<file path="src/rtl/cpu_gen.sv">
// cpu_gen: parametrised accumulator CPU with fetch-valid stall, Z/C flags and branches.
// Define CPU_GEN_CALL_EN to add the SD-entry circular CALL/RET return stack.
module cpu_gen #(
    parameter int DW = 4,
    parameter int AW = 4,
    parameter int SD = 4
) (
    input  logic          clk,
    input  logic          reset,
    input  logic [DW-1:0] btn,
    output logic [DW-1:0] led,
    output logic [AW-1:0] imem_addr,
    input  logic [AW+4:0] imem_data,
    input  logic          imem_valid,
    output logic          c_flag,
    output logic          z_flag,
    output logic          halted
);

    if (DW < 2 || AW < 3 || SD < 1) begin : g_bad_params
        $error("cpu_gen: needs DW >= 2, AW >= 3, SD >= 1");
    end

    localparam logic [4:0] OP_ADD = 5'b01000, OP_OR  = 5'b01001, OP_AND = 5'b01010,
                           OP_XOR = 5'b01011, OP_INC = 5'b01100, OP_NOT = 5'b01101,
                           OP_SHR = 5'b01110, OP_SHL = 5'b01111, OP_JNC = 5'b10000,
                           OP_JC  = 5'b10001, OP_JZ  = 5'b10010, OP_JNZ = 5'b10011,
                           OP_JMP = 5'b10100, OP_SET = 5'b10101, OP_SUB = 5'b10110,
                           OP_HLT = 5'b10111;

    logic [DW-1:0] regs [8];
    logic [AW-1:0] pc, pc_inc, pc_next;
    logic [4:0]    op;
    logic [AW-1:0] f;
    logic [DW-1:0] rs, r0, imm;
    logic [DW:0]   alu_wide;
    logic [DW-1:0] wr_data;
    logic [2:0]    wr_sel;
    logic          wr_en, z_en, c_en, c_new, z_new, halt_next;
    logic          retire;

    assign op        = imem_data[AW+4:AW];
    assign f         = imem_data[AW-1:0];
    assign rs        = regs[f[2:0]];
    assign r0        = regs[0];
    assign imm       = DW'(f);
    assign pc_inc    = pc + AW'(1);
    assign retire    = imem_valid && !halted;
    assign imem_addr = pc;
    assign led       = regs[6];

`ifdef CPU_GEN_CALL_EN
    localparam int SW = (SD > 1) ? $clog2(SD) : 1;
    localparam int CW = $clog2(SD + 1);

    logic [AW-1:0] stack_mem [SD];
    logic [SW-1:0] sp, top_idx;
    logic [CW-1:0] cnt;
    logic          push, pop;

    // sp is the next free slot; the newest entry sits just below it, circularly.
    assign top_idx = (sp == '0) ? SW'(SD - 1) : sp - SW'(1);
`endif

    always_comb begin
        // NOTE: every output gets a default first so no path through the case infers a latch.
        wr_en     = 1'b0;
        wr_sel    = 3'd0;
        wr_data   = '0;
        alu_wide  = '0;
        z_en      = 1'b0;
        c_en      = 1'b0;
        c_new     = c_flag;
        halt_next = 1'b0;
        pc_next   = pc_inc;
`ifdef CPU_GEN_CALL_EN
        push      = 1'b0;
        pop       = 1'b0;
`endif
        casez (op)
            5'b00???: begin wr_en = 1'b1; wr_sel = op[2:0]; wr_data = rs; end
            OP_ADD: begin
                alu_wide = {1'b0, r0} + {1'b0, rs};
                wr_data = alu_wide[DW-1:0]; c_new = alu_wide[DW];
                wr_en = 1'b1; z_en = 1'b1; c_en = 1'b1;
            end
            OP_SUB: begin
                alu_wide = {1'b0, r0} - {1'b0, rs};
                wr_data = alu_wide[DW-1:0]; c_new = alu_wide[DW];
                wr_en = 1'b1; z_en = 1'b1; c_en = 1'b1;
            end
            OP_INC: begin
                alu_wide = {1'b0, rs} + (DW+1)'(1);
                wr_data = alu_wide[DW-1:0]; c_new = alu_wide[DW]; wr_sel = f[2:0];
                wr_en = 1'b1; z_en = 1'b1; c_en = 1'b1;
            end
            OP_SHR: begin
                wr_data = rs >> 1; c_new = rs[0]; wr_sel = f[2:0];
                wr_en = 1'b1; z_en = 1'b1; c_en = 1'b1;
            end
            OP_SHL: begin
                wr_data = rs << 1; c_new = rs[DW-1]; wr_sel = f[2:0];
                wr_en = 1'b1; z_en = 1'b1; c_en = 1'b1;
            end
            OP_OR:  begin wr_data = r0 | rs; wr_en = 1'b1; z_en = 1'b1; end
            OP_AND: begin wr_data = r0 & rs; wr_en = 1'b1; z_en = 1'b1; end
            OP_XOR: begin wr_data = r0 ^ rs; wr_en = 1'b1; z_en = 1'b1; end
            OP_NOT: begin wr_data = ~rs; wr_sel = f[2:0]; wr_en = 1'b1; z_en = 1'b1; end
            OP_SET: begin wr_data = imm; wr_en = 1'b1; z_en = 1'b1; end
            OP_JNC: pc_next = c_flag ? pc_inc : f;
            OP_JC:  pc_next = c_flag ? f : pc_inc;
            OP_JZ:  pc_next = z_flag ? f : pc_inc;
            OP_JNZ: pc_next = z_flag ? pc_inc : f;
            OP_JMP: pc_next = f;
            OP_HLT: begin halt_next = 1'b1; pc_next = pc; end
`ifdef CPU_GEN_CALL_EN
            5'b11000: begin push = 1'b1; pc_next = f; end
            5'b11001: if (cnt != '0) begin pop = 1'b1; pc_next = stack_mem[top_idx]; end
`endif
            default: ;
        endcase
        z_new = (wr_data == '0);
    end

    always_ff @(posedge clk) begin
        if (!reset) begin
            for (int i = 0; i < 8; i++) regs[i] <= '0;
            pc     <= '0;
            c_flag <= 1'b0;
            z_flag <= 1'b0;
            halted <= 1'b0;
        end else begin
            // NOTE: non-blocking assignments make every read see pre-edge values, so rs == rd is safe.
            if (retire) begin
                if (wr_en) regs[wr_sel] <= wr_data;
                if (z_en)  z_flag <= z_new;
                if (c_en)  c_flag <= c_new;
                pc     <= pc_next;
                halted <= halt_next;
            end
            // Placed last so it overrides any instruction write to r5.
            regs[5] <= btn;
        end
    end

`ifdef CPU_GEN_CALL_EN
    // NOTE: stack_mem is deliberately not reset; clearing cnt makes its stale contents unreachable.
    always_ff @(posedge clk) begin
        if (!reset) begin
            sp  <= '0;
            cnt <= '0;
        end else if (retire) begin
            if (push) begin
                stack_mem[sp] <= pc_inc;
                sp <= (sp == SW'(SD - 1)) ? '0 : sp + SW'(1);
                if (cnt != CW'(SD)) cnt <= cnt + CW'(1);
            end else if (pop) begin
                sp  <= top_idx;
                cnt <= cnt - CW'(1);
            end
        end
    end
`endif

endmodule
</file>
<file path="config.mk">
export PLATFORM = sky130hd
export DESIGN_NAME = cpu_gen
export DESIGN_NICKNAME = d
export VERILOG_FILES = /design/src/rtl/cpu_gen.sv
export SDC_FILE = /design/constraint.sdc
export NUM_CORES = 1
export LEC_CHECK = 0
export CAP_MARGIN = 20
export CORE_ASPECT_RATIO = 1.4
export CORE_MARGIN = 8
export CORE_UTILIZATION = 62
export DETAILED_ROUTE_END_ITERATION = 10
export PLACE_DENSITY = 0.84
export SLEW_MARGIN = 10
export SYNTH_ARGS = -nofsm -noshare
export SYNTH_HDL_FRONTEND = slang
export SYNTH_SLANG_ARGS = --single-unit
</file>
<file path="constraint.sdc">
create_clock -name clk -period 7.85 [get_ports clk]
set_clock_uncertainty 0.15 [all_clocks]
set_input_delay 0.785 -clock clk [delete_from_list [all_inputs] [get_ports clk]]
set_output_delay 0.785 -clock clk [all_outputs]
set_load 0.02 [all_outputs]
</file>
==> Yosys cells after proc, flatten, opt, wreduce, memory -nomap -nowiden <==
Memory sizes are Yosys's and may differ from the RTL's.
Cells that the tools add are included.
{ "totals": {"regBits": 7, "latch_bits": 0, "ramBits": 32, "mem_bits_ro": 0, "in_bits": 16, "out_inout_bits": 11, "wordCells": 70, "n_memories": 1} }
{ "classes": {"addsub": 4, "n_mul": 0, "div": 0, "order_cmp": 0, "n_eq_ne": 17, "shifts": 0, "mux": 22, "bitwise": 9, "reduce_logical": 13} }
{ "mem_list": {"columns": ["memory", "depth", "width", "rd", "rd_clocked_by_memory_dff", "write_ports", "line_no", "rtl"], "rows": [
  ["regs", 8, 4, 3, 0, 8, "31", "logic [DW-1:0] regs [8];"]
]} }
{ "ops": {"columns": ["operator", "count"], "rows": [
  ["$pmux W4 S11", 1],
  ["$eq A5 B4 Y1 const B", 8],
  ["$eq A5 B5 Y1 const B", 8],
  ["$mux W4", 6],
  ["$pmux W4 S6", 1],
  ["$mux W1", 11],
  ["$reduce_or A11 Y1", 1],
  ["$reduce_or A10 Y1", 1],
  ["$reduce_or A4 Y1", 2],
  ["$pmux W3 S2", 1],
  ["$add A4 B1 Y5 const B", 1],
  ["$add A4 B4 Y5", 1],
  ["$pmux W1 S5", 1],
  ["$reduce_bool A5 Y1", 1],
  ["$reduce_or A5 Y1", 1],
  ["$sub A4 B4 Y5", 1],
  ["$add A4 B1 Y4 const B", 1],
  ["$and A4 B4 Y4", 1],
  ["$logic_not A4 Y1", 1],
  ["$not A4 Y4", 1],
  ["$or A4 B4 Y4", 1],
  ["$reduce_and A2 Y1", 2],
  ["$xor A4 B4 Y4", 1],
  ["$eq A3 B3 Y1 const B", 1],
  ["8 further kinds", 10]
]} }

==> Logic depth before layout (Yosys ltp) <==
Gate-level depths: netlist of the first run.
{ "depth": {"word_depth": 10, "mapped_depth": 14, "mapped_depth_nobuf": 12} }

==> Worst setup path before layout of the first run <==
No wires, ideal clock.
{ "synth_timing": {"path_type": "input -> register", "startpoint": "input port imem_data[0]", "endpoint": "register z_flag", "setup_time_ns": 0.060, "arrival_time_ns": 3.703, "required_ns": 7.640, "setup_slack_ns": 3.937, "stages": 12, "path_buffers": 1, "path_cell_list": "buf_6 mux4_1 mux2i_2 inv_1 ha_1 fa_1 mux2_2 a22oi_1 o221ai_1 nor3_4 and2_0 a41o_1"} }
{ "synth_via": {"elab_chain_len": 4, "elab_cells_between_ends": 10, "classes_between": "3 x add/sub; 1 x mux; 4 x bitwise; 1 x reduce/logical; 1 x memory"} }
{ "synth_rtl": {"columns": ["element", "line_no", "rtl"], "rows": [
  ["start, declared", "13", "input logic [AW+4:0] imem_data,"],
  ["$mem_v2 Z8 W4", null, null],
  ["$add A4 B1 Y5 (tied with other cells)", "93", "alu_wide = {1'b0, rs} + (DW+1)'(1);"],
  ["$pmux W4 S11 (*)", "80", "casez (op)"],
  ["$logic_not A4 Y1 (*)", "122", "z_new = (wr_data == '0);"],
  ["end signal, assigned", "136", "if (z_en) z_flag <= z_new;"],
  ["end, declared", "16", "output logic z_flag,"]
]} }
Mark *: on every way between the ends. The rest lies on a longest branch, timed or not.
A chain may end at the register's enable or synchronous reset.

==> Worst setup path in the final report of the first run <==
Same ends and word-level chain as after synthesis.

==> run summary, run 1 <==
Entering global routing, the biggest net connects 20 pins. For this run, the top clock speed supported by timing is 195.9 MHz. The arrival time reported for the critical path endpoint is 5190 ps. Of all cell types, the one taking the most synthesized area is sky130_fd_sc_hd__edfxtp_1.

The final count of pins violating max slew came out at 0. The summed negative setup slack over all endpoints is 0 ps. The worst-margin pin slew is 868.8 ps. At the end of the flow, the number of nets in the layout was 360.

Dividing total power by cell area gives a power density of 153.9 mW/mm^2. Walking the worst path, the cells encountered are clkdlybuf4s50_1, mux4_1, mux2i_2, inv_1, ha_1, fa_1, a21oi_1, o22ai_1, nor4_2, and2_0, a41o_1. STA puts the critical path data required time at 7940 ps. The via density per instance is 6.092.

Buffers placed on the I/O ports in this run total 26. The minimum period implied by the final worst setup slack came out at roughly 5100 ps. The worst register-to-register path begins at regs[0][0]. The DRC violation count after routing came out at 0.

In this run the worst hold path is classified as flop to flop. The filler cells instantiated in the layout total 376. The share of Yosys cell area claimed by the top area cell type is 29.40%. The number of nets handed over by synthesis was approximately 340. The worst-path maximum fanout came out at 19. During synthesis, Yosys emitted a total of 0 warnings. The final number of hold-violating endpoints came out at 0.

The routed wire length per instance is 18.79 um. The sequential fraction of the synthesis area is 37.10%. The detailed router placed 2376 vias in this run.

The total buffers and inverters traversed by the critical path came out at 2. The clock root buffer is sky130_fd_sc_hd__clkbuf_8. In this run the static leakage power is 0.001254 uW. Global routing finished with a remaining overflow of 0. After clock tree synthesis, the clock-pin slew on the worst setup and hold paths is 80 ps. In this run, the number of DRC markers left after iteration 0 of detailed routing was 171. The number of buffers added to fix hold violations after cts came out at 0. The startpoint identified for the worst hold timing path is imem_addr[0]. The wire-length estimate of the detail-placed layout is 5598 um. The launch point of the critical path is imem_data[0].

The wire length of the first global-routing pass came out at 11710 um. The flow ran to the end, and the final reports show no timing, DRC or antenna violations. The post-CTS setup repair buffer count came out at 0. The synthesized design contains 39 register bits.

The number of primary I/O pins is 27. The worst relative slew slack is 41.60%. The post-synthesis average cell area came out at 9.287 um^2. The most frequently used flop master after synthesis is sky130_fd_sc_hd__edfxtp_1. The register cell area after layout came out at 0.001061 mm^2.

The die covers 0.007074 mm^2. The number of setup violations in the final report came out at 0. The number of iterations in the first detailed-routing pass is 4. The post-route netlist has 7.622% of its cells at a drive strength greater than 1.

In the synthesized netlist the async set-or-reset flop fraction comes to 0%. The area occupied by multi-input gates is 0.001648 mm^2. Setup repair after global routing left no endpoint under its margin. The library cell with the highest instance count after synthesis is sky130_fd_sc_hd__nor2_1. The area of the mapped netlist came out at 0.002860 mm^2.

The total CTS buffers came out at 5. The row count came out at 29. The number of violations of the max-capacitance limit is 0.

Gates resized during post-CTS repair numbered 0. The family with the most delay on the worst path is buffers and inverters. The number of distinct library cells after synthesis came out at ~60. The number of flops mapped to enable cells by yosys came out at 28. The number of antenna diodes is 0. The startpoint type of the worst setup path is an input pin. The synthesis-to-finish area growth is 12.12%. Wires add up to 7327 um.

The clock drives 39 sinks. The peak supply drop is ~170 uV. The slowest library cell on the worst path is sky130_fd_sc_hd__clkdlybuf4s50_1. The delay of the slowest cell on the worst path is 1030 ps. The floorplan step defined a core boundary enclosing 0.004499 mm^2.

For this configuration, the core starts out at a cell density of 63.57%. The period utilization came out at 65.02%. Synthesis produced approximately 310 cells.

In the synthesized netlist, the cells that appear most often are 42 x sky130_fd_sc_hd__nor2_1, 32 x sky130_fd_sc_hd__nand2_1, 28 x sky130_fd_sc_hd__edfxtp_1. The die is 96.37 um tall. The routability congestion estimate came out at 0.9620. The count of H-tree levels built during CTS is 2.

The total global-route track usage is 21.88%. The number of global-route vias before repair came to 2365. The initial antenna violation count came out at 0. Power comes to 493.4 uW. The CTS tree is done.

STA classifies the critical path endpoint as a flop. The maximum clock path buffer count is 2. By area the synthesized netlist is led by sky130_fd_sc_hd__edfxtp_1 29%, sky130_fd_sc_hd__dfxtp_1 7.7%, sky130_fd_sc_hd__ha_1 6.6%. For the worst-skew pair, the clock arrives at the later sink with an insertion delay of 290 ps. The width of the chip is 73.41 um. The remaining antenna violation count came out at 0.

The startpoint-to-endpoint class of the critical path is input pin to flop.
layer usage:
metal / part of all wire, % / wire (um) / GRT usage, % / up-vias
met4: 3.0 / 222 / 10.87 / 0
met2: 54 / 3925 / 39.79 / 75
li1: - / - / - / 1141
met5: 0 / 0 / 0 / -
met3: 5.8 / 427 / 4.692 / 17
met1: 38 / 2751 / 23.17 / 1143
tightest hold or removal path, cell delays in order (launching register included):
cell	delay (ps)
sky130_fd_sc_hd__dfxtp_1	360
sky130_fd_sc_hd__inv_1	70
sky130_fd_sc_hd__a21oi_1	50
power breakdown:
part / internal, uW / switching [uW] / total, uW
Combinational: 50.1 / 74.9 / 125
Clock: 61.8 / 71.7 / 133
Sequential: 229 / 6.11 / 235
Total: 341 / 153 / 493
metrics by stage:
stage | setup slack [ps] | utilization, % | hold WS (ps) | instances | cell area [um^2]
after CTS | 2688 | 71.27 | 362.5 | 390 | 3207
after global placement | 2550 | 69.30 | 336.9 | 382 | 3118
after floorplan | 3937 | - | 404.9 | 308 | 2860
final | 2746 | 71.27 | 363.0 | 390 | 3207
after detailed placement | 2402 | 69.30 | 351.2 | 382 | 3118
after global routing | 2475 | 71.27 | 375.8 | 390 | 3207
state kept, by name (all words and copies together), names as in the netlist:
register	count
imem_addr	4
z_flag	1
regs	32
halted	1
c_flag	1
kinds of logic (layout without fill, tap and decap cells):
logic type               Yosys count  in the layout  share of synthesized area [%]
flip-flops                        39             39                          37.10
AND/OR/NAND/NOR                  124            124                          21.44
multiplexers                      22             22                          9.361
adder cells (fa/ha/maj)           17             17                          7.962
buffers and inverters             33             53                          5.293
AO/OA/AOI/OAI                     70             70                          17.94
XOR/XNOR                           3              3                         0.9188
cell usage in the layout, fill, tap and decap left out, types with 3 or more instances in the layout:
| master | n |
|---|---|
| sky130_fd_sc_hd__nor2_1 | 42 |
| sky130_fd_sc_hd__nand2_1 | 32 |
| sky130_fd_sc_hd__edfxtp_1 | 28 |
| sky130_fd_sc_hd__clkdlybuf4s50_1 | 26 |
| sky130_fd_sc_hd__inv_1 | 19 |
| sky130_fd_sc_hd__o21ai_0 | 15 |
| sky130_fd_sc_hd__ha_1 | 15 |
| sky130_fd_sc_hd__mux2i_1 | 13 |
| sky130_fd_sc_hd__nor2b_1 | 13 |
| sky130_fd_sc_hd__a21oi_1 | 13 |
| sky130_fd_sc_hd__dfxtp_1 | 11 |
| sky130_fd_sc_hd__and2_1 | 8 |
| sky130_fd_sc_hd__a22oi_1 | 6 |
| sky130_fd_sc_hd__mux2_2 | 5 |
| sky130_fd_sc_hd__nor3_1 | 5 |
| sky130_fd_sc_hd__clkbuf_8 | 5 |
| sky130_fd_sc_hd__nand2b_1 | 4 |
| sky130_fd_sc_hd__o211ai_1 | 4 |
| sky130_fd_sc_hd__nand3_1 | 4 |
| sky130_fd_sc_hd__a21boi_0 | 4 |
| sky130_fd_sc_hd__a31oi_1 | 3 |
| sky130_fd_sc_hd__a32oi_1 | 3 |
| sky130_fd_sc_hd__o211a_1 | 3 |
| sky130_fd_sc_hd__xnor2_1 | 3 |
area by class of cell:
class | count | area share (%)
clock buffer | 5 | 2.146
sequential | 39 | 33.09
timing repair buffer | 26 | 8.115
tap | 62 | 2.419
multi-input combinational | 236 | 51.39
inverter | 19 | 2.224
clock inverter | 3 | 0.6243
final timing paths:
kind                       end  cells past startpoint  slack [ps]
setup / recovery        z_flag                     11        2750
hold / removal    imem_addr[0]                      2         360
setup reg to reg        z_flag                     10        3980
hold reg to reg   imem_addr[0]                      2         360
(Power assumes the default switching activity.)
==> run 2: changes to the inputs <==
- CORE_UTILIZATION: 62 -> 58
- PLACE_DENSITY: 0.84 -> 0.8
- clock period: 7.85 -> 4.85 ns (I/O delays scaled with it)
==> run 2 against run 1 <==
  * Cell area up 0.90%
  * Flip-flop and latch count is the same
  * Final cell count rose by 1.3%
  * Power is 66% higher
  * Die area rose by 5.6%
  * Non-clock buffer count grew 3
  * Sequential share of layout area is 0.29 points lower
  * Critical endpoint unchanged
  * Critical path type unchanged
  * Worst setup slack worse by 1800 ps
  * Sequential power is 62% higher
  * Via count decreased by 0.21%
  * Clock power is 74% higher
==> run summary, run 2 (same netlist as run 1, synthesis figures left out) <==
The minimum period implied by the final worst setup slack is 3900 ps. The number of antenna diodes came out at 0. Global routing consumed, over all layers together, 20.84% of the routing resources.

The number of fill cells in the layout came out at 440. Setup violations remaining at the end of the flow were counted as 0. In the routed layout, each cell is associated on average with a via count of ~6. The overall power consumption came out at 817.5 uW. The layout cell share with drive strength beyond 1 is under 10%. The post-CTS setup repair buffer count came out at 0. The number of violations reported at the end of detailed-routing iteration 0 came out at 280. The run finished with clean final reports.

The post-cts repair resize count is 0. After detailed routing, the number of remaining DRC violations is 0. The startpoint type of the worst setup path is an input pin.

Summed over all nets, the half-perimeter wirelength after detailed placement is around 5500 um. The worst hold slack came out at 352.8 ps. The maximum operating frequency came out at 256.4 MHz. The count of H-tree levels built during CTS is 2.

The final count of pins violating max slew came out at 0. The flip-flop count of the largest register after layout came out at 32. The die is 99.09 um tall. The worst-margin pin slew is 664.8 ps.

The arrival time reported for the critical path endpoint is 4010 ps. The number of port buffers is 26. For this design, the CTS-stage hold fixing added 0 buffers. The first global-routing pass estimated ~12000 um of wire.

The number of global-route vias before repair came to 2428. STA classifies the critical path endpoint as a flop. The row count is 30. The total overflow reported by the global router came out at 0.

Leaving out fill and tap cells, the most frequent cells in the layout are 42 x sky130_fd_sc_hd__nor2_1, 32 x sky130_fd_sc_hd__nand2_1, 28 x sky130_fd_sc_hd__edfxtp_1. The total vias in the final route came out at 2371. The die is 75.35 um wide. The path class of the lowest-slack min-delay path is flop to flop.

The floorplan die area is 0.007466 mm^2. Counting the buffers created by CTS gives 5. Setup repair after global routing left no endpoint under its margin.

For this design the ratio of total power to cell area is 252.6 mW/mm^2. The clock root buffer is sky130_fd_sc_hd__clkbuf_8. For this run, the post-layout net count is 363. The initial antenna violation count was 0. The first detailed-routing pass took 4 iterations. The placeable core region is about 0.0048 mm^2. The number of instances in the placed design came out at 387. The source-to-sink clock delay at the later pin of the worst-skew pair is 300 ps. The pin count of the biggest net entering global routing came out at 20. The number of violations of the max-capacitance limit is 0. Dividing the detail-routed wire length by the instance count gives between 15 and 20 um. The summed negative setup slack over all endpoints is 0 ps. The peak supply drop is 228.9 uV. Clock tree synthesis found a total of 39 sinks. Summing all flip-flop and latch instances after layout gives 0.001061 mm^2.

The required time of the worst setup path is 4960 ps. In this run the remaining antenna-violating nets after routing total 0. The number of non-filler instances in the completed layout is 395. The final number of hold-violating endpoints is 0.

The number of primary I/O pins came out at 27. The critical path in this run is classified as input pin to flop. In the final layout, the multi-input gates occupy ~0.0016 mm^2. For this configuration, the core starts out at a cell density of 59.53%.

The synthesis-to-finish area growth is 13.12%. The final layout contains routed wiring with a total length of about 7300 um. The routability congestion estimate came out at 0.8893.

TritonCTS built the clock tree. The worst relative slew slack came out at 55.54%. The worst-path maximum fanout came out at 17. The analysis attributes to cell leakage a power of 0.001269 uW. The clock input transition at the sequential cells of the worst setup and hold paths is 90 ps. The register with the most flip-flops in the final layout is regs. The library cell used most frequently in the layout, excluding fill and tap cells, is sky130_fd_sc_hd__nor2_1. The maximum clock path buffer count came out at 2. The period utilization came out at around four fifths.
## run 2: changes by cell type in the layout (fill, tap and decap cells not counted)
cell and delta:
sky130_fd_sc_hd__buf_4 +3, sky130_fd_sc_hd__inv_6 +1, sky130_fd_sc_hd__clkinv_2 -1
## run 2: path summary, 6_finish.rpt
path,from,endpoint,slack [ps],cells after the start
min,imem_addr[0],imem_addr[0],350,2
min reg2reg,imem_addr[0],imem_addr[0],350,2
max reg2reg,regs[0][0],z_flag,1300,11
max,imem_data[0],z_flag,950,12
## run 2: worst max-delay path: stages
cell and delay, ps:
sky130_fd_sc_hd__clkdlybuf4s50_1 520, sky130_fd_sc_hd__buf_4 270, sky130_fd_sc_hd__mux2_4 330, sky130_fd_sc_hd__o211ai_2 430, sky130_fd_sc_hd__inv_1 190, sky130_fd_sc_hd__fa_1 470
sky130_fd_sc_hd__mux2_2 260, sky130_fd_sc_hd__a22oi_1 150, sky130_fd_sc_hd__o221ai_1 180, sky130_fd_sc_hd__nor3_4 370, sky130_fd_sc_hd__and2_0 190, sky130_fd_sc_hd__a41o_1 160
## run 2: layout make-up
type                            count  area share (%)
Clock buffer                        5           2.127
Sequential cell                    39           32.79
Multi-Input combinational cell    236           50.93
Timing Repair Buffer               29           8.739
Clock inverter                      3          0.7347
Inverter                           19           2.204
Tap cell                           64           2.475
## run 2: where the power goes
group / internal (uW) / switching (uW) / leakage [uW] / total [uW]
logic: 84.1 / 122 / 0.000847 / 206
registers: 370 / 9.61 / 0.000381 / 380
clock network: 103 / 128 / 0.0000408 / 231
total: 557 / 260 / 0.00127 / 817
## run 2: stage by stage
step	worst slack, ps	cell area [um^2]	utilization [%]
3_3_place_gp	705.7	3143	65.42
4_1_cts	926.7	3236	67.34
3_5_place_dp	608.0	3143	65.42
5_1_grt	702.7	3236	67.34
6_report	950.4	3236	67.34
2_1_floorplan	1237	2860	-
## run 2: per-layer routing
layer | vias to the layer above | wire length (um) | GRT usage, %
li1 | 1146 | - | -
met1 | 1124 | 2820 | 22.57
met2 | 71 | 3749 | 34.49
met3 | 30 | 335 | 4.028
met4 | 0 | 405 | 15.01
met5 | - | 0 | 0
==> run 3: changes to the inputs <==
- CORE_UTILIZATION: 58 -> 52
- PLACE_DENSITY: 0.8 -> 0.75
- clock period: 4.85 -> 3.5 ns (I/O delays scaled with it)
==> run 3 against run 2 <==
  * Flip-flop and latch count unchanged
  * Sequential share of layout area shrank 2.5 points
  * Cell area grew 8.1%
  * Power grew 52%
  * Non-clock buffer count up 31
  * Wire length grew 5.2%
  * Die area is 9.3% higher
  * Clock-buffer cell count is the same
  * Clock power up 66%
  * Global-route usage down 1.7 points
  * Worst setup slack worse by 800 ps
  * Critical path type is now flop to flop
==> run summary, run 3 (same netlist as run 1, synthesis figures left out) <==
The min-delay analysis places its worst path in the category flop to flop. The launch point of the worst hold path is imem_addr[0]. The combinational share of power came out at 26.6%. The estimated wirelength of the detail-placed design is 6015 um. The post-layout utilization of the core is 64.72%. The worst setup path is captured at a flop. At the placement stage, the worst setup path has a slack of -450.7 ps. The total leakage power came out at 0.001437 uW. For the worst setup path, the data required time is 3370 ps. The maximum operating frequency is 298.4 MHz. The total CTS buffers came out at 5.

The worst path uses about 96% of the clock period. Entering global routing, the biggest net connects 19 pins. The path with the worst hold slack has its endpoint at imem_addr[0]. The floorplan die area came out at 0.008163 mm^2.

The final count of pins violating max slew is 0. The final setup slack of the worst path came out at roughly 150 ps. The clock root buffer is sky130_fd_sc_hd__clkbuf_8. Counting cells, the worst reg-to-reg path comes to 11. The number of port buffers came out at 26. The number of primary I/O pins is 27.

Counting flops per register, the top entry is regs. After layout, the minimum clock period comes to approximately 3400 ps. At the worst endpoint, the arrival time is 3220 ps.

After the first detailed-routing iteration, the DRC count stood at 258. The remaining antenna violation count is 0. The die boundary height came out at 103.8 um. The routed wire length per instance came out at 17.89 um. The H-tree was split into 2 levels. The final number of hold-violating endpoints is 0. The width of the chip is 78.68 um. The source-to-sink clock delay at the later pin of the worst-skew pair is 300 ps.

The net count reported at finish is 394. The sequential share of power is 42.4%. TritonCTS built the clock tree. The worst register-to-register path begins at regs[1][0]. The reported net switching power came out at 362.5 uW.

The routability congestion estimate is 1.000. The number of iterations in the first detailed-routing pass came out at 5. The via density per instance came out at a little under 6. Along the worst hold path, the cell count comes to 2. The fraction of power consumed by the clock network is 31.0%. The maximum clock path buffer count came out at 2. The worst relative slew slack is a little over half. After detailed routing, the number of remaining DRC violations is 0. The initial core utilization is 52.92%. Setup slack on the worst reg-to-reg path comes out at 150 ps. The number of setup violations in the final report is 0.

The number of global-route vias before repair is 2586. The initial antenna violation count came out at 0. The power density over the cells is around 350 mW/mm^2. In the layout the commonest cells are 42 x sky130_fd_sc_hd__nor2_1, 34 x sky130_fd_sc_hd__buf_4, 32 x sky130_fd_sc_hd__nand2_1.

The worst setup path is of the flop to flop kind. The synthesis-to-finish area growth is 22.31%. Across the run, the number of max-cap violations was 0. Clock-pin slew was measured on the worst setup and hold paths at 90 ps.

The flow ran to the end, and the final reports show no timing, DRC or antenna violations. After floorplanning, the core was divided into 32 placement rows. For this run, the total global-route usage over all layers was measured as 19.13%. The internal power of the cells totals 876.1 uW. The floorplan step defined a core boundary enclosing 0.005405 mm^2. The worst-margin pin slew came out at between 600 and 700 ps. The register with the most flip-flops in the layout has 32 of them. Setup repair after global routing left no endpoint under its margin. The layout cell share with drive strength beyond 1 is 16.57%. The aggregate routed wire length came out at 7691 um. The wire length of the first global-routing pass came out at roughly 13000 um.

The routed layout has ~2600 vias. After clock tree synthesis, the flow added hold-fix buffers numbering 0. The library cell used most frequently in the layout, excluding fill and tap cells, is sky130_fd_sc_hd__nor2_1. The endpoint identified for the worst register-to-register timing path is regs[1][1]. The number of antenna diodes in the final layout is 0.

The CTS sink count came out at 39. The worst-path maximum fanout is 7. The share of total power consumed by net switching came out at 29.27%. The total overflow reported by the global router is 0. The worst setup path is launched from a flop. The peak supply drop is slightly below 400 uV.
run 3: how the worst max path moves through the flow:
stage | cells past startpoint | slack [ps] | endpoint | start
after floorplan | 12 | 20 | z_flag | imem_data[0]
after global placement | 12 | -320 | regs[1][1] | imem_data[0]
after detailed placement | 12 | -450 | regs[1][1] | imem_data[0]
after CTS | 11 | 90 | regs[1][1] | regs[0][0]
after global routing | 11 | 2 | regs[1][1] | regs[6][0]
final | 11 | 150 | regs[1][1] | regs[1][0]
run 3: what timing repair did:
action                     CTS  global route
setup buffers                0             1
resized for setup            1             1
setup endpoints to repair   11             7
run 3: cell type report:
cell class / instances / area [um^2]
Clock inverter: 3 / 43.79
Sequential cell: 39 / 1061
Timing Repair Buffer: 60 / 514.2
Multi-Input combinational cell: 236 / 1654
Inverter: 19 / 71.32
Clock buffer: 5 / 68.82
Tap cell: 68 / 85.08
Fill cell: 466 / 1907
run 3: through the flow:
step           cells  hold WS, ps  setup TNS [ps]  power, uW  cell area [um^2]
2_1_floorplan    308        327.3               0      729.4              2860
3_3_place_gp     421        334.8           -4966      852.2              3373
3_5_place_dp     421        346.1           -6986      860.1              3373
4_1_cts          429        356.4               0       1231              3485
5_1_grt          430        385.7               0       1291              3498
6_report         430        349.4               0       1239              3498
run 3: critical path: stages (launching register included):
cell and delay [ps]:
sky130_fd_sc_hd__edfxtp_1 410, sky130_fd_sc_hd__mux4_1 540, sky130_fd_sc_hd__mux2i_2 210, sky130_fd_sc_hd__inv_1 110
sky130_fd_sc_hd__ha_1 240, sky130_fd_sc_hd__fa_1 440, sky130_fd_sc_hd__mux2_2 270, sky130_fd_sc_hd__a22oi_1 190
sky130_fd_sc_hd__o221ai_2 140, sky130_fd_sc_hd__nor3_4 160, sky130_fd_sc_hd__buf_4 180, sky130_fd_sc_hd__nor2_1 40
run 3: power by group through the flow:
stage	clock network (uW)	registers, uW	logic (uW)
after global placement	0	536	316
after detailed placement	0	537	323
after CTS	380	526	325
after floorplan	0	539	190
after global routing	401	528	361
final	383	526	329
run 3: routing by layer:
metal  GRT usage, %  wire, um  vias to the layer above
li1               -         -                     1210
met2          33.51      3967                      106
met4          10.37       348                        0
met3          3.547       423                       29
met5              0         0                        -
met1          20.86      2951                     1210
